==> config.mk <==
export PLATFORM = sky130hd
export DESIGN_NAME = cpu_control
export DESIGN_NICKNAME = d
export VERILOG_FILES = /design/src/rtl/cpu_control.sv
export SDC_FILE = /design/constraint.sdc
export NUM_CORES = 1
export LEC_CHECK = 0
export CAP_MARGIN = 15
export CORE_MARGIN = 3
export CORE_UTILIZATION = 53
export DETAILED_ROUTE_END_ITERATION = 12
export HOLD_SLACK_MARGIN = 0.12
export PLACE_DENSITY_LB_ADDON = 0.25
export REMOVE_ABC_BUFFERS = 1
export SLEW_MARGIN = 0
export SYNTH_ARGS = -nofsm -noshare
export SYNTH_HDL_FRONTEND = slang
export SYNTH_SLANG_ARGS = --single-unit
==> constraint.sdc <==
create_clock -name clk -period 4.22 [get_ports clk]
set_clock_uncertainty 0.05 [all_clocks]
set_input_delay 0.844 -clock clk [delete_from_list [all_inputs] [get_ports clk]]
set_output_delay 0.844 -clock clk [all_outputs]
set_load 0.05 [all_outputs]
==> src/rtl/cpu_control.sv <==
// LITE-16 multi-cycle sequencer: fetch, decode, execute, memory and write-back control.
// All outputs are registered from the next-state decode, so they change exactly on state entry.
module cpu_control (
    input  logic        clk,
    input  logic        rst,
    input  logic        mem_ready,
    input  logic [15:0] imem_data,
    input  logic        alu_cmp,
    output logic [15:0] pc,
    output logic        imem_re,
    output logic [2:0]  alu_codeop,
    output logic        alu_ri,
    output logic        alu_ld,
    output logic        alu_fn,
    output logic [15:0] imm16,
    output logic [2:0]  rf_ra,
    output logic [2:0]  rf_rb,
    output logic [2:0]  rf_rd,
    output logic        rf_we,
    output logic        dmem_re,
    output logic        dmem_we,
    output logic        halted
);

    typedef enum logic [2:0] {
        ST_FETCH  = 3'd0,
        ST_DECODE = 3'd1,
        ST_EXEC   = 3'd2,
        ST_MEM    = 3'd3,
        ST_WB     = 3'd4,
        ST_HALT   = 3'd5
    } state_t;

    typedef struct packed {
        logic [2:0]  codeop;
        logic        ri;
        logic        fn;
        logic [15:0] imm;
        logic [2:0]  ra;
        logic [2:0]  rb;
        logic [2:0]  rd;
    } ctrl_t;

    function automatic ctrl_t decode_ctrl(input logic [15:0] ir);
        ctrl_t c;
        c = '0;
        case (ir[15:14])
            2'b00: begin
                c.codeop = ir[13:11];
                c.rd     = ir[10:8];
                c.ra     = ir[7:5];
                c.rb     = ir[4:2];
                c.fn     = ir[0];
                c.ri     = 1'b0;
            end
            2'b01: begin
                c.codeop = ir[13:11];
                c.rd     = ir[10:8];
                c.ra     = ir[7:5];
                c.rb     = ir[4:2];
                c.imm    = {{11{ir[4]}}, ir[4:0]};
                c.ri     = 1'b1;
                c.fn     = 1'b0;
            end
            2'b10: begin
                c.codeop = 3'b000;
                c.ri     = 1'b1;
                c.ra     = ir[7:5];
                c.imm    = {{11{ir[4]}}, ir[4:0]};
                // A store reads its data register through port B; a load writes it.
                if (ir[13]) begin
                    c.rb = ir[10:8];
                end else begin
                    c.rd = ir[10:8];
                end
            end
            2'b11: begin
                if (!ir[13]) begin
                    c.codeop = 3'b111;
                    c.ra     = ir[7:5];
                    c.rb     = ir[4:2];
                    c.imm    = {{11{ir[12]}}, ir[12:8]};
                end else begin
                    c = '0;
                end
            end
            default: c = '0;
        endcase
        return c;
    endfunction

    state_t      state_r;
    state_t      state_nx_s;
    logic [15:0] ir_r;
    logic [15:0] ir_nx_s;
    logic [15:0] pc_nx_s;
    logic [15:0] br_off_s;
    logic        is_nop_s;
    logic        is_halt_s;
    logic        is_load_s;
    logic        is_store_s;
    logic        active_s;
    ctrl_t       ctrl_s;

    assign is_nop_s   = (ir_r[15:12] == 4'b1110);
    assign is_halt_s  = (ir_r[15:12] == 4'b1111);
    assign is_load_s  = (ir_r[15:13] == 3'b100);
    assign is_store_s = (ir_r[15:13] == 3'b101);
    assign br_off_s   = {{11{ir_r[12]}}, ir_r[12:8]};
    assign ctrl_s     = decode_ctrl(ir_r);
    assign active_s   = (state_nx_s == ST_EXEC) || (state_nx_s == ST_MEM) || (state_nx_s == ST_WB);

    // Next-state, instruction register and program counter sequencing.
    always_comb begin
        state_nx_s = state_r;
        ir_nx_s    = ir_r;
        pc_nx_s    = pc;
        case (state_r)
            ST_FETCH: begin
                if (mem_ready) begin
                    ir_nx_s    = imem_data;
                    state_nx_s = ST_DECODE;
                end else begin
                    state_nx_s = ST_FETCH;
                end
            end
            ST_DECODE: begin
                pc_nx_s = pc + 16'd1;
                if (is_nop_s) begin
                    state_nx_s = ST_FETCH;
                end else if (is_halt_s) begin
                    state_nx_s = ST_HALT;
                end else begin
                    state_nx_s = ST_EXEC;
                end
            end
            ST_EXEC: begin
                if (!ir_r[15]) begin
                    state_nx_s = ST_WB;
                end else if (!ir_r[14]) begin
                    state_nx_s = ST_MEM;
                end else begin
                    // Only conditional branches reach EXEC from the control class.
                    if (alu_cmp) begin
                        pc_nx_s = pc + br_off_s;
                    end else begin
                        pc_nx_s = pc;
                    end
                    state_nx_s = ST_FETCH;
                end
            end
            ST_MEM: begin
                if (!mem_ready) begin
                    state_nx_s = ST_MEM;
                end else if (ir_r[13]) begin
                    state_nx_s = ST_FETCH;
                end else begin
                    state_nx_s = ST_WB;
                end
            end
            ST_WB:   state_nx_s = ST_FETCH;
            ST_HALT: state_nx_s = ST_HALT;
            default: state_nx_s = ST_FETCH;
        endcase
    end

    // State, program counter and registered control outputs.
    always_ff @(posedge clk or posedge rst) begin
        if (rst) begin
            state_r    <= ST_FETCH;
            ir_r       <= 16'h0000;
            pc         <= 16'h0000;
            imem_re    <= 1'b0;
            alu_codeop <= 3'b000;
            alu_ri     <= 1'b0;
            alu_ld     <= 1'b0;
            alu_fn     <= 1'b0;
            imm16      <= 16'h0000;
            rf_ra      <= 3'b000;
            rf_rb      <= 3'b000;
            rf_rd      <= 3'b000;
            rf_we      <= 1'b0;
            dmem_re    <= 1'b0;
            dmem_we    <= 1'b0;
            halted     <= 1'b0;
        end else begin
            state_r <= state_nx_s;
            ir_r    <= ir_nx_s;
            pc      <= pc_nx_s;
            imem_re <= (state_nx_s == ST_FETCH);
            if (active_s) begin
                alu_codeop <= ctrl_s.codeop;
                alu_ri     <= ctrl_s.ri;
                alu_fn     <= ctrl_s.fn;
                imm16      <= ctrl_s.imm;
                rf_ra      <= ctrl_s.ra;
                rf_rb      <= ctrl_s.rb;
                rf_rd      <= ctrl_s.rd;
            end else begin
                alu_codeop <= 3'b000;
                alu_ri     <= 1'b0;
                alu_fn     <= 1'b0;
                imm16      <= 16'h0000;
                rf_ra      <= 3'b000;
                rf_rb      <= 3'b000;
                rf_rd      <= 3'b000;
            end
            alu_ld  <= (state_nx_s == ST_WB) && is_load_s;
            rf_we   <= (state_nx_s == ST_WB);
            dmem_re <= (state_nx_s == ST_MEM) && is_load_s;
            dmem_we <= (state_nx_s == ST_MEM) && is_store_s;
            halted  <= (state_nx_s == ST_HALT);
        end
    end

endmodule

==> results.sh <==
export IMPL_outcome="finished clean"
export IMPL_total_power_mw=1.23
export IMPL_areaGrowthSynthToFinish_pct=30.5
export IMPL_crit_buf_inv=0
export IMPL_drt_iter0_markers=223
export IMPL_slew_violations=0
export IMPL_htreeDepth=3
export IMPL_syn_area_per_cell_sq_um=11.0
export IMPL_critPathArrivalTime_ns=3.24
export IMPL_slew_headroom_pct=54.4
export IMPL_seq_area_frac_synth_pct=50.3
export IMPL_placed_cell_area_sq_mm=0.00368
export IMPL_design_core_area_sq_mm=0.00527
export IMPL_leakage_nw=1.59
export IMPL_dr_pass1_iters=5
export IMPL_clkSinkCount=60
export IMPL_setup_viol=0
export IMPL_die_y_microns=81.0
export IMPL_critPathSlowestCell="or4_2"
export IMPL_layout_common_cells="clkdlybuf4s50_1, dfrtp_1, a21oi_1"
export IMPL_drive_gt1_share_pct=13.0
export IMPL_wl_per_cell_microns=16.7
export IMPL_worstSkewPairLatency_ns=0.33
export IMPL_path_max_fanout=11
export IMPL_die_area_sq_mm=0.00657
export IMPL_end_kind="flop"
export IMPL_viasPerCell=5.69
export IMPL_grtUsageTotal_pct=22.0
export IMPL_wirelength_mm=6.84
export IMPL_grt_overflow_total=0
export IMPL_antenna_found_initial=0
export IMPL_drc=0
export IMPL_cts_hold_buf=0
export IMPL_synth_edff_count=0
export IMPL_synth_async_reset_ratio_pct=100
export IMPL_synth_distinct_cells=54
export IMPL_finalCritPeriodShare_pct=71.9
export IMPL_antenna_left=0
export IMPL_hold_viol=0
export IMPL_start_kind="flop"
export IMPL_tightest_slew_ns=0.684
export IMPL_grt_max_degree=32
export IMPL_placementRows=26
export IMPL_period_needed_ns=3.03
export IMPL_max_freq_mhz=330
export IMPL_hp_class="reg -> reg"
export IMPL_syn_inst=272
export IMPL_vias=2326
export IMPL_maxCapViolations=0
export IMPL_cts_path_max_buffers=2
export IMPL_postCtsResizedCells=0
export IMPL_nNetsFinal=363
export IMPL_cp_cell_sequence="nand2b_1, nor2_1, and2_1, ha_1, a211oi_1, o21bai_1, or4_2, a21oi_1, xor2_1"
export IMPL_synth_main_ff_cell="dfrtp_1"
export IMPL_ys_warn_count=0
export IMPL_place_congestion=0.901
export IMPL_ir_drop_v=0.000229
export IMPL_final_area_sq_mm=0.00389
export IMPL_path_class="reg -> reg"
export IMPL_start_util_pct=56.6
export IMPL_ioPinCount=72
export IMPL_die_width_microns=81.0
export IMPL_grt_pass1_wl_mm=10.9
export IMPL_cp_top_family="simple AND/OR/NAND/NOR gates"
export IMPL_path_clk_slew_ns=0.07
export IMPL_grt_setup_unrepaired="false"
export IMPL_holdWs_ns=0.429
export IMPL_cts_root_buffer="clkbuf_8"
export IMPL_critPathRequiredTime_ns=4.43
export IMPL_syn_area_sq_mm=0.00298
export IMPL_numPortBuffers=71
export IMPL_final_common_cell="clkdlybuf4s50_1"
export IMPL_ys_seq_elements=60
export IMPL_powerDensity_mw_per_mm2=316
export IMPL_cts_buffers=9
export IMPL_post_cts_setup_buffer_count=0
export IMPL_cts_tree="done"
export IMPL_hpwl_mm=4.84
export IMPL_critPathMaxStageDelay_ns=0.67
export IMPL_n_antenna_cell=0
export IMPL_grt_pass1_vias=2233
-- power by group --
group          internal (mW)  switching [mW]  total (mW)
Combinational         0.0308          0.0323      0.0630
Clock                  0.348           0.225       0.573
Sequential             0.583          0.0107       0.594
Total                  0.962           0.268        1.23
-- kinds of logic after synthesis --
| family | after synthesis | synth area share (%) |
|---|---|---|
| compound gates | 54 | 12.3 |
| xor+xnor | 15 | 4.40 |
| fa+ha+maj | 9 | 4.03 |
| buf+inv | 27 | 4.95 |
| flops | 60 | 50.3 |
| mux | 16 | 6.04 |
| simple gates | 91 | 18.0 |
-- stage by stage --
stage,utilization [%],setup WS [ns],TNS (ns),instances
2_1_floorplan,-,-0.535,-6.41,250
3_3_place_gp,69.8,1.30,0,393
3_5_place_dp,69.8,1.21,0,393
4_1_cts,73.9,1.19,0,409
5_1_grt,73.9,0.953,0,409
6_report,73.9,1.19,0,409
-- synth_stat cells (8+ instances only) --
cell type | instances | area [sq um]
o21ai_0 | 10 | 50.1
nor3_1 | 9 | 45.0
a21oi_1 | 17 | 85.1
nand2_1 | 14 | 52.6
buf_4 | 11 | 82.6
dfrtp_1 | 60 | 1500
nor2_1 | 13 | 48.8
ha_1 | 8 | 100
and2_1 | 8 | 50.1
mux2_2 | 16 | 180
xor2_1 | 8 | 70.1
-- registers in the layout, summed over array words and instances, names as in the netlist, 3 cells and up --
register and flops:
ir_r 16, pc 16, imm16 5, alu_codeop 3, rf_ra 3, rf_rb 3, rf_rd 3, state_r 3
-- layer usage --
layer  part of all wire [%]  up-vias  global-route usage (%)
li1                       -     1092                       -
met1                     45     1125                    30.4
met2                     48       92                    33.0
met3                    5.0       17                    4.32
met4                    2.2        0                    11.1
met5                      0        -                       0
-- cell type report --
class                   instances  area [sq um]
flip-flops and latches         60          1500
fillers                       374          1380
multi-input cells             185          1340
repair buffers                 73           726
clock buffers                  12           145
well taps                      70          87.6
clock inverters                 4          72.6
inverters                       5          18.8
-- worst register-to-register path, stage by stage (launching register included) --
cell	delay (ns)
dfrtp_1	0.49
nand2b_1	0.25
nor2_1	0.16
and2_1	0.21
ha_1	0.26
a211oi_1	0.31
o21bai_1	0.22
or4_2	0.67
a21oi_1	0.19
xor2_1	0.16
-- worst paths after layout --
path / start / endpoint / slack [ns] / cells past startpoint
max: state_r[0] / pc[9] / 1.19 / 9
min: pc[15] / pc[15] / 0.43 / 1
max reg2reg: state_r[0] / pc[9] / 1.19 / 9
min reg2reg: pc[15] / pc[15] / 0.43 / 1
max in group asynchronous: rst / state_r[0] / 2.43 / 3
min in group asynchronous: rst / imem_re / 0.86 / 2
Power figures use the tool's default switching activity.
